### config.mk
export PLATFORM = sky130hd
export DESIGN_NAME = instr_loader_flat
export DESIGN_NICKNAME = d
export VERILOG_FILES = /design/src/rtl/instr_loader_if.sv /design/src/rtl/instr_loader.sv /design/src/flat_wrapper.sv
export SDC_FILE = /design/constraint.sdc
export NUM_CORES = 1
export LEC_CHECK = 0
export CAP_MARGIN = 25
export CORE_UTILIZATION = 35
export CTS_CLUSTER_DIAMETER = 120
export DETAILED_ROUTE_END_ITERATION = 7
export PLACE_DENSITY = 0.68
export SYNTH_ARGS = -nofsm -noshare
export SYNTH_HDL_FRONTEND = slang
export SYNTH_SLANG_ARGS = --single-unit
### constraint.sdc
create_clock -name clk -period 4.3 [get_ports clk]
set_input_delay 0.43 -clock clk [delete_from_list [all_inputs] [get_ports clk]]
set_output_delay 0.43 -clock clk [all_outputs]
set_load 0.02 [all_outputs]
### src/rtl/instr_loader_if.sv
// Field-bundle stream into the loader and the instruction-memory write port out of it.
interface instr_loader_if #(
    parameter int ADDR_W = 8
);
    logic              in_valid;
    logic              in_ready;
    logic [4:0]        in_opcode;
    logic [2:0]        in_rx;
    logic [2:0]        in_ry;
    logic [10:0]       in_imm;
    logic              mem_we;
    logic [ADDR_W-1:0] mem_addr;
    logic [15:0]       mem_wdata;

    modport master (
        output in_valid, in_opcode, in_rx, in_ry, in_imm,
        input  in_ready, mem_we, mem_addr, mem_wdata
    );

    modport slave (
        input  in_valid, in_opcode, in_rx, in_ry, in_imm,
        output in_ready, mem_we, mem_addr, mem_wdata
    );
endinterface

### src/rtl/instr_loader.sv
// Packs decoded instruction fields into 16-bit words and writes them to consecutive
// instruction-memory addresses, holding the CPU in reset for the duration of the load.
module instr_loader #(
    parameter int ADDR_W = 8,
    parameter int CNT_W  = 8
) (
    input  logic              clk,
    input  logic              reset,
    input  logic              start,
    input  logic [ADDR_W-1:0] base_addr,
    input  logic [CNT_W-1:0]  length,
    input  logic              abort,
    instr_loader_if.slave     bus,
    output logic              cpu_hold,
    output logic              done,
    output logic              err,
    output logic [CNT_W-1:0]  err_count
);
    typedef enum logic [1:0] {IDLE, LOAD, DONE} state_t;

    state_t            state_q, state_d;
    logic [ADDR_W-1:0] addr_q, addr_d;
    logic [CNT_W-1:0]  rem_q, rem_d;
    logic              err_q, err_d;
    logic [CNT_W-1:0]  errcnt_q, errcnt_d;
    logic              we_q, we_d;
    logic [ADDR_W-1:0] waddr_q, waddr_d;
    logic [15:0]       wdata_q, wdata_d;

    logic        accept, legal_op, imm_ok, legal;
    logic [15:0] word;

    assign bus.in_ready = (state_q == LOAD) && !abort;
    assign accept       = bus.in_valid && bus.in_ready;

    assign legal_op = bus.in_opcode inside {
        5'b00000, 5'b00001, 5'b00010, 5'b00011, 5'b00100, 5'b00101,
        5'b01000, 5'b01001, 5'b01010, 5'b01100,
        5'b10000, 5'b10001, 5'b10010, 5'b10011, 5'b10110,
        5'b11000, 5'b11001, 5'b11010, 5'b11100};
    // Imm8 forms only carry eight immediate bits; anything above must be zero.
    assign imm_ok = !((bus.in_opcode[4:3] == 2'b10) && (bus.in_imm[10:8] != 3'b000));
    assign legal  = legal_op && imm_ok;

    always_comb begin
        unique case (bus.in_opcode[4:3])
            2'b00:   word = {5'b0, bus.in_ry, bus.in_rx, bus.in_opcode};
            2'b01:   word = {8'b0, bus.in_rx, bus.in_opcode};
            2'b10:   word = {bus.in_imm[7:0], bus.in_rx, bus.in_opcode};
            default: word = {bus.in_imm, bus.in_opcode};
        endcase
    end

    always_comb begin
        state_d  = state_q;
        addr_d   = addr_q;
        rem_d    = rem_q;
        err_d    = err_q;
        errcnt_d = errcnt_q;
        we_d     = 1'b0;
        waddr_d  = waddr_q;
        wdata_d  = wdata_q;
        unique case (state_q)
            IDLE: begin
                if (start) begin
                    addr_d   = base_addr;
                    rem_d    = length;
                    err_d    = 1'b0;
                    errcnt_d = '0;
                    state_d  = (length == '0) ? DONE : LOAD;
                end
            end
            LOAD: begin
                if (abort) begin
                    state_d = DONE;
                end else if (accept && legal) begin
                    we_d    = 1'b1;
                    waddr_d = addr_q;
                    wdata_d = word;
                    addr_d  = addr_q + ADDR_W'(1);
                    rem_d   = rem_q - CNT_W'(1);
                    if (rem_q == CNT_W'(1)) state_d = DONE;
                end else if (accept) begin
                    err_d = 1'b1;
                    if (errcnt_q != '1) errcnt_d = errcnt_q + CNT_W'(1);
                end
            end
            default: state_d = IDLE;
        endcase
    end

    always_ff @(posedge clk) begin
        if (reset) begin
            state_q  <= IDLE;
            addr_q   <= '0;
            rem_q    <= '0;
            err_q    <= 1'b0;
            errcnt_q <= '0;
            we_q     <= 1'b0;
            waddr_q  <= '0;
            wdata_q  <= '0;
        end else begin
            state_q  <= state_d;
            addr_q   <= addr_d;
            rem_q    <= rem_d;
            err_q    <= err_d;
            errcnt_q <= errcnt_d;
            we_q     <= we_d;
            waddr_q  <= waddr_d;
            wdata_q  <= wdata_d;
        end
    end

    assign bus.mem_we    = we_q;
    assign bus.mem_addr  = waddr_q;
    assign bus.mem_wdata = wdata_q;
    assign cpu_hold      = (state_q != IDLE);
    assign done          = (state_q == DONE);
    assign err           = err_q;
    assign err_count     = errcnt_q;
endmodule

### src/flat_wrapper.sv
// flat-port wrapper written by rule: the top's interface ports become plain ports
module instr_loader_flat 
#(
    parameter int ADDR_W = 8,
    parameter int CNT_W  = 8
)
  (clk, reset, start, base_addr, length, abort, cpu_hold, done, err, err_count, bus_in_valid, bus_in_opcode, bus_in_rx, bus_in_ry, bus_in_imm, bus_in_ready, bus_mem_we, bus_mem_addr, bus_mem_wdata);
  instr_loader_if #(.ADDR_W(ADDR_W)) bus_i ();
  input  logic clk;
  input  logic reset;
  input  logic start;
  input  logic [ADDR_W-1:0] base_addr;
  input  logic [CNT_W-1:0] length;
  input  logic abort;
  output logic cpu_hold;
  output logic done;
  output logic err;
  output logic [CNT_W-1:0] err_count;
  input wire logic [$bits(bus_i.in_valid)-1:0] bus_in_valid;
  input wire logic [$bits(bus_i.in_opcode)-1:0] bus_in_opcode;
  input wire logic [$bits(bus_i.in_rx)-1:0] bus_in_rx;
  input wire logic [$bits(bus_i.in_ry)-1:0] bus_in_ry;
  input wire logic [$bits(bus_i.in_imm)-1:0] bus_in_imm;
  output wire logic [$bits(bus_i.in_ready)-1:0] bus_in_ready;
  output wire logic [$bits(bus_i.mem_we)-1:0] bus_mem_we;
  output wire logic [$bits(bus_i.mem_addr)-1:0] bus_mem_addr;
  output wire logic [$bits(bus_i.mem_wdata)-1:0] bus_mem_wdata;
  assign bus_i.in_valid = bus_in_valid;
  assign bus_i.in_opcode = bus_in_opcode;
  assign bus_i.in_rx = bus_in_rx;
  assign bus_i.in_ry = bus_in_ry;
  assign bus_i.in_imm = bus_in_imm;
  assign bus_in_ready = bus_i.in_ready;
  assign bus_mem_we = bus_i.mem_we;
  assign bus_mem_addr = bus_i.mem_addr;
  assign bus_mem_wdata = bus_i.mem_wdata;
  instr_loader #(.ADDR_W(ADDR_W), .CNT_W(CNT_W)) u_core (.clk(clk), .reset(reset), .start(start), .base_addr(base_addr), .length(length), .abort(abort), .bus(bus_i), .cpu_hold(cpu_hold), .done(done), .err(err), .err_count(err_count));
endmodule
* Yosys cells after proc, flatten, opt, wreduce, memory -nomap -nowiden
Cells that the tools add are included.
** Storage, ports and cells
- Output and inout bits :: 37
- Bits in registers :: 52
- Word-level logic and storage cells :: 93
- Input bits :: 43
** Cells by class
- Bitwise logic cells :: 2
- Reduce and logical (&&, ||, !) cells :: 21
- $add $sub $neg :: 3
- Equal/unequal tests :: 32
- Mux-type cells :: 27
** Operators with widths (count)
- 2-to-1 mux 8 bit :: 11
- case mux 16 bit (3 select lines) :: 1
- case mux 8 bit (2 select lines) :: 3
- == test 5 bit (second input constant) :: 9
- == test 5 x 4 -> 1 bit (second input constant) :: 4
- nonzero test 19 bit :: 1
- adder 8 x 1 -> 8 bit (second input constant) :: 2
- == test 5 x 2 -> 1 bit (second input constant) :: 2
- == test 5 x 3 -> 1 bit (second input constant) :: 2
- 2-to-1 mux 2 bit :: 5
- != test 2 bit (second input constant) :: 5
- == test 8 x 1 -> 1 bit (second input constant) :: 1
- zero test 8 bit :: 1
- != test 8 bit (second input constant) :: 1
- subtractor 8 x 1 -> 8 bit (second input constant) :: 1
- != test 3 bit (second input constant) :: 2
- AND reduction 3 bit :: 2
- AND reduction 6 bit :: 1
- == test 5 x 1 -> 1 bit (second input constant) :: 1
- logical AND 1 bit :: 5
- zero test 5 bit :: 1
- 2-to-1 mux 1 bit :: 5
- AND reduction 5 bit :: 1
- == test 2 x 1 -> 1 bit (second input constant) :: 2
- other kinds (11) :: 16

* Logic depth before layout (Yosys ltp)
- Word-level depth :: 8
- Mapped depth :: 7

* Worst setup path after synthesis
OpenSTA, ideal clock, no wires.
- Kind :: input port to flip-flop
- Start :: input bus_in_opcode[4]
- End :: register u_core.wdata_q[10] (netlist: u_core.bus.mem_wdata[10])
- Stages on the path :: 7
- Arrival :: 1.599 ns
- Required time :: 4.166 ns
- Setup slack :: 2.567 ns
- Setup time :: 0.134 ns
- Cell sequence :: buf_4 nand3b_1 a31oi_4 o211ai_4 buf_4 a311oi_1 nor3_1
** On the way
- Word-level cells in the longest chain between the ends :: 6
- Elaborated cells between the ends (all ways) :: 29
** RTL lines
- from (decl) :: line flat_wrapper.sv:20 : input wire logic [$bits(bus_i.in_opcode)-1:0] bus_in_opcode;
- parallel branches: the longest is 6 deep, another holds nonzero test 19 bit
- to (signal assigned) :: line instr_loader.sv:110 : wdata_q <= wdata_d;
- to (decl) :: line instr_loader.sv:28 : logic [15:0] wdata_q, wdata_d;
Several ways; the timed one is not identified.
A chain may end at the register's enable or synchronous reset.

* Worst setup path in the final report
- Start :: input bus_in_opcode[3]
- End :: register u_core.state_q[1]
** On the way
- Word-level cells in the longest chain between the ends :: 7
- Elaborated cells between the ends (all ways) :: 27
** RTL lines
- parallel branches: the longest is 3 deep, another holds nonzero test 19 bit
- logical AND 1 bit * :: line instr_loader.sv:43 : assign legal = legal_op && imm_ok;
- logical AND 1 bit * :: line instr_loader.sv:76 : end else if (accept && legal) begin
- != test 3 bit (no source line) *
- AND reduction 3 bit (no source line) *
- to (signal assigned) :: line instr_loader.sv:103 : state_q <= state_d;
- to (decl) :: line instr_loader.sv:21 : state_t state_q, state_d;
Every way passes the cells marked *.

==> flow_metrics.env <==
export IMPL_status="finished clean"
export IMPL_dp_slack_ps=1134
export IMPL_async_reset_ff_share_pct=0
export IMPL_holdWs_ps=456.7
export IMPL_vias=2893
export IMPL_grt_max_degree=47
export IMPL_skew_ps=10.03
export IMPL_grt_pass1_wl_um=13240
export IMPL_vias_per_cell=5.585
export IMPL_syn_num_nets=396
export IMPL_netlist_area_um2=2863
export IMPL_synth_cells=349
export IMPL_relSlewSlack_pct=42.62
export IMPL_gp_congestion=0.8435
export IMPL_ios=80
export IMPL_drc=0
export IMPL_fmax_mhz=349.0
export IMPL_slowest_delay_ps=1030
export IMPL_setup_ws_ps=1435
export IMPL_finalCritPeriodShare_pct=66.63
export IMPL_synthDistinctLibCells=59
export IMPL_ys_seq_area_share_pct=36.36
export IMPL_clock_sinks=52
export IMPL_drt_wl_total_um=8107
export IMPL_tightest_slew_ps=858.0
export IMPL_arrival_ps=3080
export IMPL_period_needed_ps=2865
export IMPL_critPathSlowestCell="clkdlybuf4s50_1"
export IMPL_cellPowerDensity_nw_per_um2=316.4
export IMPL_layout_drive_gt1_share_pct=8.654
export IMPL_rows=32
export IMPL_drt_iter0_drc=197
export IMPL_synth_avg_cell_area_um2=8.203
export IMPL_path_clk_slew_ps=90
export IMPL_cts_tree="yes"
export IMPL_cp_end_kind="register"
export IMPL_critPathLaunchType="input port"
export IMPL_finalInstanceArea_um2=3840
export IMPL_synth_seq_cells=52
export IMPL_fin_nets=462
export IMPL_layout_cells_non_filler=518
export IMPL_n_antenna_cell=0
export IMPL_worstPathCellList="clkdlybuf4s50_1, nor2_1, a21o_1, o211ai_4, buf_4, o21ai_1, and2_1"
export IMPL_synth_top_cell_area_share_pct=36.36
export IMPL_post_cts_buffers=0
export IMPL_critPathMaxFanout=22
export IMPL_fin_tns_setup_ps=0
export IMPL_yosysWarningCount=0
export IMPL_initial_utilization_pct=36.67
export IMPL_crit_required_ps=4510
export IMPL_crit_type="in2reg"
export IMPL_setup_viol=0
export IMPL_ir_worst_vdd_mv=0.1341
export IMPL_place_area_um2=3681
export IMPL_final_antenna_net_count=0
export IMPL_synth_most_common_cell="dfxtp_1"
export IMPL_max_cap_viol_count=0
export IMPL_dieHeight_um=92.44
export IMPL_io_buffers=79
export IMPL_die_w_um=92.44
export IMPL_hold_path_class="reg2reg"
export IMPL_cts_repair_resized=0
export IMPL_dieArea_um2=8545
export IMPL_cts_root_buf="clkbuf_8"
export IMPL_dpl_hpwl_um=5699
export IMPL_wl_per_cell_um=15.65
export IMPL_coreArea_um2=7807
export IMPL_synthTopCellsByCount="52 x dfxtp_1, 51 x nand2_1, 40 x a21oi_1, 23 x nor2_1, 20 x nor3_1"
export IMPL_ctsHoldBuffers=0
export IMPL_clkLatencyLatePin_ps=320
export IMPL_synth_area_leaders="dfxtp_1 36%, a21oi_1 7.0%, nand2_1 6.7%, nor3_1 3.5%, mux2i_1 3.1%"
export IMPL_area_growth_syn_to_layout_pct=34.13
export IMPL_dr_pass1_iters=5
export IMPL_rsz0062_at_grt="no"
export IMPL_p_leak_nw=1.306
export IMPL_clock_path_buffers=2
export IMPL_hold_violations=0
export IMPL_synth_edf_count=0
export IMPL_grt_pass1_vias=2788
export IMPL_ys_flop_type="dfxtp_1"
export IMPL_cts_made_buffers=5
export IMPL_grt_ovfl_total=0
export IMPL_fillerInstances=748
export IMPL_cts_max_level=2
export IMPL_placed_cells=510
export IMPL_grt_total_usage_pct=19.28
export IMPL_antenna_found_initial=0
export IMPL_yosysTopAreaCell="dfxtp_1"
export IMPL_slew_viol_final=0
[cell type report]
type                       instances  area (um2)  area share, %
inverter                          11       41.29          1.075
clock inverter                     3       90.09          2.346
sequential                        52        1041          27.11
timing repair buffer              82       808.3          21.05
tap                              102       127.6          3.324
clock buffer                       5       68.82          1.792
multi-input combinational        263        1663          43.30
[registers in the layout, indices dropped and copies added (netlist names)]
register              flops
u_core.rem_q              8
u_core.err_count          8
u_core.bus.mem_wdata     16
u_core.err                1
u_core.bus.mem_addr       8
u_core.addr_q             8
u_core.state_q            2
u_core.bus.mem_we         1
[cell families (layout without fill, tap and decap cells)]
logic type	after synthesis	in the layout	share of synthesized area, %
adder cells (fa/ha/maj)	4	4	1.748
AND/OR/NAND/NOR	139	139	23.82
AO/OA/AOI/OAI	111	111	29.37
flip-flops	52	52	36.36
buffers and inverters	34	101	5.551
multiplexers	9	9	3.147
[per-layer routing]
layer / vias to the layer above / wire (um) / GRT usage (%)
met2: 97 / 3744 / 31.36
met5: - / 0 / 0
met4: 0 / 113 / 6.120
met1: 1362 / 3770 / 26.06
met3: 9 / 479 / 2.956
li1: 1425 / - / -
[critical path: cells and delay by family]
family	cells	cell delay, ps
compound gates	3	940
buf+inv	2	1350
simple gates	2	360
[cells in the final DEF (no fill, tap or decap), types with 4 or more instances in the layout]
master	n
a21oi_1	40
a22oi_1	4
mux2i_1	9
o32ai_1	6
clkdlybuf4s50_1	78
ha_1	4
o21ai_0	9
nor3_1	20
nand2_1	51
clkbuf_8	5
nand3_1	11
nand4_1	6
inv_1	10
and2_1	4
o31ai_1	6
a311oi_1	7
nor2_1	23
a221oi_2	4
dfxtp_1	52
a31o_2	4
[power breakdown]
group	switching, W	leakage (nW)	total (W)	internal [W]
sequential	0.0000226	0.422	0.000523	0.000501
combinational	0.000127	0.805	0.000230	0.000103
clock	0.000171	0.0784	0.000462	0.000291
[per-stage QoR]
stage          util (%)  power [W]
2_1_floorplan         -  0.0006731
3_3_place_gp      47.15  0.0007569
3_5_place_dp      47.15  0.0007606
4_1_cts           49.18   0.001223
5_1_grt           49.18   0.001270
6_report          49.18   0.001215
[final timing paths]
| path | start | to | slack (ps) | cells past startpoint |
|---|---|---|---|---|
| setup / recovery | bus_in_opcode[3] | u_core.state_q[1] | 1430 | 7 |
| hold / removal | u_core.bus.mem_addr[4] | u_core.bus.mem_addr[4] | 460 | 2 |
| setup reg to reg | u_core.state_q[0] | u_core.addr_q[3] | 2000 | 5 |
| hold reg to reg | u_core.bus.mem_addr[4] | u_core.bus.mem_addr[4] | 460 | 2 |
Note: power is estimated with default switching activity, not from simulation.
